--- config.mk ---
export PLATFORM = sky130hd
export DESIGN_NAME = microsequencer
export DESIGN_NICKNAME = d
export VERILOG_FILES = /design/src/rtl/microseq_pkg.sv /design/src/rtl/microseq_stack.sv /design/src/rtl/microsequencer.sv
export SDC_FILE = /design/constraint.sdc
export NUM_CORES = 1
export LEC_CHECK = 0
export BUFFER_PORTS_ARGS = -buffer_cell sky130_fd_sc_hd__buf_2
export CORE_MARGIN = 4
export CORE_UTILIZATION = 43
export DETAILED_ROUTE_END_ITERATION = 6
export PLACE_DENSITY = 0.75
export SLEW_MARGIN = 5
export SYNTH_ARGS = -nofsm -noshare
export SYNTH_HDL_FRONTEND = slang
export SYNTH_SLANG_ARGS = --single-unit
--- constraint.sdc ---
create_clock -name clk -period 2.05 [get_ports clk]
set_input_delay 0.3075 -clock clk [delete_from_list [all_inputs] [get_ports clk]]
set_output_delay 0.3075 -clock clk [all_outputs]
set_load 0.1 [all_outputs]
--- src/rtl/microseq_pkg.sv ---
// microseq_pkg -- shared definitions for the microprogram sequencer.
//
// Holds the next-state (ns) and condition-select encodings of the control
// word, the default microaddress width, and the fixed entry points. The
// microstore image and the sequencer both use these, so they cannot drift
// apart. A small helper evaluates the selected branch condition.
//
// Optional feature macro (used by the importing files): MICROSEQ_STACK_EN.

package microseq_pkg;

  // Default microaddress width: 128-entry microstore.
  localparam int unsigned ADDR_W_DEF = 7;

  // Fixed microroutine entry points.
  localparam logic [6:0] RESET_ADDR_DEF = 7'd0;
  localparam logic [6:0] FETCH_ADDR_DEF = 7'd1;
  localparam logic [6:0] ABORT_ADDR_DEF = 7'd0;

  // Next-state select field of the control word.
  typedef enum logic [2:0] {
    NS_INC      = 3'b000,
    NS_JUMP     = 3'b001,
    NS_DECODE   = 3'b010,
    NS_FETCH    = 3'b011,
    NS_BRC      = 3'b100,
    NS_WAIT_MOC = 3'b101,
    NS_CALL     = 3'b110,
    NS_RET      = 3'b111
  } ns_e;

  // Condition select field of the control word.
  typedef enum logic [1:0] {
    COND_MOC  = 2'b00,
    COND_TRUE = 2'b01,
    COND_EXT  = 2'b10,
    COND_ONE  = 2'b11
  } cond_sel_e;

  // Selected condition, optionally inverted.
  function automatic logic cond_eval(
    input logic [1:0] sel,
    input logic       moc,
    input logic       cond_true,
    input logic       ext_cond,
    input logic       inv
  );
    logic s;
    case (cond_sel_e'(sel))
      COND_MOC:  s = moc;
      COND_TRUE: s = cond_true;
      COND_EXT:  s = ext_cond;
      default:   s = 1'b1;
    endcase
    return s ^ inv;
  endfunction

endpackage

--- src/rtl/microseq_stack.sv ---
// microseq_stack -- LIFO return-address stack for microroutine CALL/RET.
//
// Ports:
//   clk        rising-edge clock
//   reset      synchronous active-high; empties the stack, clears err
//   push       store push_data on top (dropped when full)
//   pop        discard the top entry (no-op when empty)
//   push_data  return address to store
//   top_data   current top entry (valid only when !empty)
//   full       DEPTH entries held
//   empty      no entries held
//   err        sticky: set by push-when-full or pop-when-empty, cleared by reset
//
// push and pop are mutually exclusive by construction in the sequencer.
// Only instantiated when MICROSEQ_STACK_EN is defined.

module microseq_stack
  import microseq_pkg::*;
#(
  parameter int unsigned DEPTH = 4,
  parameter int unsigned W     = ADDR_W_DEF
) (
  input  logic         clk,
  input  logic         reset,
  input  logic         push,
  input  logic         pop,
  input  logic [W-1:0] push_data,
  output logic [W-1:0] top_data,
  output logic         full,
  output logic         empty,
  output logic         err
);

  localparam int unsigned SP_W  = $clog2(DEPTH + 1);
  localparam int unsigned IDX_W = (DEPTH > 1) ? $clog2(DEPTH) : 1;

  logic [W-1:0]     mem [DEPTH];
  logic [SP_W-1:0]  sp;
  logic [IDX_W-1:0] top_idx;

  always_comb begin
    full     = (sp == SP_W'(DEPTH));
    empty    = (sp == '0);
    // Index is forced to 0 when empty so the read never leaves the array.
    top_idx  = empty ? '0 : IDX_W'(sp - 1'b1);
    top_data = mem[top_idx];
  end

  always_ff @(posedge clk) begin
    if (reset) begin
      sp  <= '0;
      err <= 1'b0;
    end else if (push) begin
      if (full) err <= 1'b1;
      else      sp  <= sp + 1'b1;
    end else if (pop) begin
      if (empty) err <= 1'b1;
      else       sp  <= sp - 1'b1;
    end
  end

  // Storage carries no reset; sp alone defines which entries are live.
  always_ff @(posedge clk) begin
    if (!reset && push && !full) mem[IDX_W'(sp)] <= push_data;
  end

endmodule

--- src/rtl/microsequencer.sv ---
// microsequencer -- next-address controller for the microprogrammed control
// unit. Owns the microprogram address register that indexes the microstore.
//
// Ports:
//   clk          rising-edge clock
//   reset        synchronous active-high; uaddr = RESET_ADDR, all state cleared
//   ns           next-state select of the current control word
//   cond_sel     condition select (moc / cond_true / ext_cond / 1)
//   inv          invert the selected condition
//   br_addr      branch / call target of the current control word
//   dec_addr     microroutine entry from the instruction decoder
//   moc          memory operation complete
//   cond_true    condition-code evaluation for the current instruction
//   ext_cond     auxiliary test input
//   stall        freeze uaddr, watchdog and stack
//   uaddr        registered microaddress (microstore index)
//   waiting      current word is WAIT_MOC and moc is low
//   moc_timeout  one-cycle pulse when the watchdog forces ABORT_ADDR
//   stack_err    sticky return-stack overflow/underflow (0 without the stack)
//
// Optional feature macro: MICROSEQ_STACK_EN. When defined, CALL/RET use a
// STACK_DEPTH-entry return stack; otherwise CALL acts as JUMP, RET as FETCH.
// MOC_TIMEOUT = 0 disables the watchdog.

module microsequencer
  import microseq_pkg::*;
#(
  parameter int unsigned       ADDR_W      = ADDR_W_DEF,
  parameter logic [ADDR_W-1:0] RESET_ADDR  = ADDR_W'(RESET_ADDR_DEF),
  parameter logic [ADDR_W-1:0] FETCH_ADDR  = ADDR_W'(FETCH_ADDR_DEF),
  parameter logic [ADDR_W-1:0] ABORT_ADDR  = ADDR_W'(ABORT_ADDR_DEF),
  parameter int unsigned       MOC_TIMEOUT = 16,
  parameter int unsigned       STACK_DEPTH = 4
) (
  input  logic              clk,
  input  logic              reset,
  input  logic [2:0]        ns,
  input  logic [1:0]        cond_sel,
  input  logic              inv,
  input  logic [ADDR_W-1:0] br_addr,
  input  logic [ADDR_W-1:0] dec_addr,
  input  logic              moc,
  input  logic              cond_true,
  input  logic              ext_cond,
  input  logic              stall,
  output logic [ADDR_W-1:0] uaddr,
  output logic              waiting,
  output logic              moc_timeout,
  output logic              stack_err
);

  localparam bit          WD_EN    = (MOC_TIMEOUT != 0);
  localparam int unsigned CNT_W    = (MOC_TIMEOUT > 1) ? $clog2(MOC_TIMEOUT) : 1;
  localparam logic [CNT_W-1:0] WD_LIMIT =
    (MOC_TIMEOUT > 0) ? CNT_W'(MOC_TIMEOUT - 1) : '0;

  logic [ADDR_W-1:0] inc_addr;
  logic [ADDR_W-1:0] nxt_addr;
  logic [CNT_W-1:0]  wd_cnt;
  logic [CNT_W-1:0]  wd_cnt_nxt;
  logic              wd_hit;
  logic              cond;

`ifdef MICROSEQ_STACK_EN
  logic              push_req;
  logic              pop_req;
  logic [ADDR_W-1:0] stk_top;
  logic              stk_full;
  logic              stk_empty;
  logic              stk_err;

  microseq_stack #(
    .DEPTH (STACK_DEPTH),
    .W     (ADDR_W)
  ) u_stack (
    .clk       (clk),
    .reset     (reset),
    .push      (push_req & ~stall),
    .pop       (pop_req & ~stall),
    .push_data (inc_addr),
    .top_data  (stk_top),
    .full      (stk_full),
    .empty     (stk_empty),
    .err       (stk_err)
  );
`endif

  assign inc_addr = uaddr + 1'b1;
  assign cond     = cond_eval(cond_sel, moc, cond_true, ext_cond, inv);

  // State register: reset > stall > normal sequencing.
  always_ff @(posedge clk) begin
    if (reset) begin
      uaddr       <= RESET_ADDR;
      wd_cnt      <= '0;
      moc_timeout <= 1'b0;
    end else if (stall) begin
      moc_timeout <= 1'b0;
    end else begin
      uaddr       <= nxt_addr;
      wd_cnt      <= wd_cnt_nxt;
      moc_timeout <= wd_hit;
    end
  end

  // Next-address and watchdog computation. The counter only survives a cycle
  // in which WAIT_MOC holds the address; every other path clears it.
  always_comb begin
    nxt_addr   = inc_addr;
    wd_cnt_nxt = '0;
    wd_hit     = 1'b0;
`ifdef MICROSEQ_STACK_EN
    push_req   = 1'b0;
    pop_req    = 1'b0;
`endif
    case (ns_e'(ns))
      NS_INC:    nxt_addr = inc_addr;
      NS_JUMP:   nxt_addr = br_addr;
      NS_DECODE: nxt_addr = dec_addr;
      NS_FETCH:  nxt_addr = FETCH_ADDR;
      NS_BRC:    nxt_addr = cond ? br_addr : inc_addr;
      NS_WAIT_MOC: begin
        if (moc) begin
          nxt_addr = inc_addr;
        end else if (WD_EN && (wd_cnt == WD_LIMIT)) begin
          nxt_addr = ABORT_ADDR;
          wd_hit   = 1'b1;
        end else begin
          nxt_addr   = uaddr;
          wd_cnt_nxt = WD_EN ? wd_cnt + 1'b1 : '0;
        end
      end
      NS_CALL: begin
        nxt_addr = br_addr;
`ifdef MICROSEQ_STACK_EN
        push_req = 1'b1;
`endif
      end
      NS_RET: begin
`ifdef MICROSEQ_STACK_EN
        pop_req  = 1'b1;
        nxt_addr = stk_empty ? FETCH_ADDR : stk_top;
`else
        nxt_addr = FETCH_ADDR;
`endif
      end
      default: nxt_addr = inc_addr;
    endcase
  end

  // Outputs derived from the current word.
  always_comb begin
    waiting = (ns_e'(ns) == NS_WAIT_MOC) && !moc;
`ifdef MICROSEQ_STACK_EN
    stack_err = stk_err;
`else
    stack_err = 1'b0;
`endif
  end

endmodule

==> reports/metrics.csv <==
stage,metric,value,unit
critical_path,worst_path_largest_cell_delay,520,ps
drt,first_pass_iters,4,
timing,fmax,544,MHz
logic_synthesis,synth_seq_area_share,0.258,
worst_hold_path,min_from,reset,
timing,hold_slack,369,ps
finish,multi_input_area,676,sq um
drt,first_iter_violations,20,
logic_synthesis,syn_nets,149,
floorplanning,placementRows,16,
finish,antenna_cells,0,
clock_network,ctsHoldBuffers,0,
placed_design,gp_congestion,0.911,
clock_network,clk_latency,270,ps
timing,setup_violations,0,
critical_path,worstSetupPathType,input port to flop,
drt,drcViolationCount,0,
critical_path,r2r-end,uaddr[3],
clock_network,post_cts.repair.setup_buffers,0,
timing,period_minus_slack,1840,ps
status,outcome,"finished, final reports clean",
critical_path,rr_startpoint,wd_cnt[0],
power_and_ir_drop,p_per_area,587,nW/um^2
finish,synthToLayoutAreaGrowth,34.5,%
finish,register_area,240,sq um
drt,vias,1101,
critical_path,reg2regPathDepth,6,
logic_synthesis,ys_warn_count,0,
worst_hold_path,worstHoldPathType,input port to flop,
clock_network,cts_root_buf,clkbuf_4,
global_route,grt_max_degree,17,
timing,maxSlewViolCount,0,
critical_path,crit_end,uaddr[5],
finish,finalNonFillerCells,188,
finish,fillers,189,
timing,rsz0062_at_grt,no,
placed_design,dp_hpwl,2090,um
drt,routed_wl,2630,um
logic_synthesis,synth_cell_types,41,
floorplanning,die_x,54.6,um
logic_synthesis,synth_edf_count,0,
placed_design,io_buffer_count,34,
floorplanning,die_h,54.6,um
global_route,grt_overflow,0,
clock_network,path_clk_slew,80,ps
critical_path,cp_max_fo,5,
clock_network,htreeDepth,1,
placed_design,dp_cells,184,
logic_synthesis,netlist_area,932,sq um
critical_path,crit_start,cond_sel[1],
critical_path,cp-start-kind,input port,
global_route,grt_pass1_vias,967,
clock_network,cts_buffer_depth,2,
job,maxCapViolCount,0,
floorplanning,core,2000,sq um
drt,vias_per_cell,5.86,
logic_synthesis,synth.most_common_cell,dfxtp_1,
logic_synthesis,avgSynthCellArea,7.70,sq um
clock_network,cts.sinks,12,
clock_network,cts_buffers,3,
power_and_ir_drop,ir_drop,280,uV
power_and_ir_drop,fin_total_pwr,0.736,mW
logic_synthesis,syn_inst,121,
timing,final.setup_skew,3.01,ps
timing,timing.final.crit_share,0.897,
critical_path,required,2240,ps
critical_path,cpMaxStageDelayCell,or4_1,
clock_network,cts_tree,yes,
global_route,grt_usage,0.189,
drt,drtAntennaViolNets,0,
logic_synthesis,synth_common_cells,"dfxtp_1, nor2_1, nand2_1",
global_route,grt_pass1_wl,4050,um
logic_synthesis,synth-main-ff-cell,dfxtp_1,
global_route,antenna_found_initial,0,
critical_path,reg2reg_slack,260,ps
worst_hold_path,whs_path_depth,2,
critical_path,path_cells,buf_2 -> or3b_4 -> o21ai_2 -> xnor2_1 -> a221o_1 -> or4_1 -> o31ai_1,
clock_network,cts.repair.resized,0,
floorplanning,die_area,2980,sq um
logic_synthesis,synth_area_leaders,"dfxtp_1, xor2_1, a221oi_1",
finish,drive_above_1_share,0.366,
logic_synthesis,synthArstFlopShare,0,
floorplanning,initial_core_util,0.466,
critical_path,crit_buf_inv,1,
power_and_ir_drop,p_leak,0.539,nW
critical_path,crit_family,simple AND/OR/NAND/NOR gates,
floorplanning,design.portCount,36,
finish,fin_util,0.626,
finish,fin_nets,190,
drt,wire_per_inst,14.0,um
logic_synthesis,synth-seq-cells,12,
timing,final_hold_viol_count,0,
logic_synthesis,synth_top_cell_by_area,dfxtp_1,
critical_path,cp.arrival,2030,ps
logic_synthesis,synth_top_cell_area_share,0.258,
critical_path,worst-path-stages,7,
critical_path,end_kind,flop,
==> flip-flops by register name (all words and copies together), names as in the netlist <==
signal / flops
uaddr: 7
wd_cnt: 4
moc_timeout: 1
==> metrics by stage <==
step / instance area, sq um / setup WS [ps] / TNS [ps]
2_1_floorplan: 982 / -393 / -2730
3_3_place_gp: 1210 / -19.2 / -68.0
3_5_place_dp: 1210 / -70.0 / -233
4_1_cts: 1250 / 106 / 0
5_1_grt: 1250 / 131 / 0
6_report: 1250 / 211 / 0
==> layout by cell type (no fill, tap or decap), types with 4 or more instances in the layout <==
master,instances
a21oi_1,4
a221oi_1,5
buf_2,33
buf_4,9
dfxtp_1,12
inv_1,4
nand2_1,8
nand3_1,5
nor2_1,7
nor2b_1,5
o21ai_0,7
o31ai_1,5
or4_1,4
xor2_1,7
==> area by class of cell <==
| cell class | count | share of cell area |
|---|---|---|
| Multi-Input combinational cell | 98 | 0.539 |
| Timing Repair Buffer | 43 | 0.202 |
| Sequential cell | 12 | 0.192 |
| Clock buffer | 4 | 0.0289 |
| Tap cell | 27 | 0.0269 |
| Inverter | 4 | 0.0120 |
==> kinds of logic (layout without fill, tap and decap cells) <==
group                      count (synthesis)  count (layout)  share of synthesized area
and+or+nand+nor                           47              47                      0.277
adders and majority gates                  2               2                     0.0268
muxes                                      1               1                     0.0121
buffers and inverters                     11              51                     0.0483
xor gates and xnor gates                   8               8                     0.0752
DFF                                       12              12                      0.258
other                                      1               1                    0.00402
AOI/OAI and AO/OA                         39              39                      0.299
==> report_power, final <==
group          total, mW  internal (mW)  switching (mW)
clock              0.192          0.108          0.0839
combinational      0.280         0.0917           0.189
sequential         0.264          0.246          0.0179
total              0.736          0.446           0.290
==> worst min-delay path by stage <==
stage             endpoint  slack [ps]
3_5_place_dp   moc_timeout         480
2_1_floorplan     uaddr[3]         410
3_3_place_gp   moc_timeout         460
6_report         wd_cnt[1]         370
4_1_cts           uaddr[0]         360
5_1_grt           uaddr[0]         350
==> layer usage <==
metal  GRT usage  wire length [um]
met1       0.227              1140
met2       0.339              1230
met3      0.0354               237
met4      0.0498                21
met5           0                 0
(Power assumes the default switching activity.)
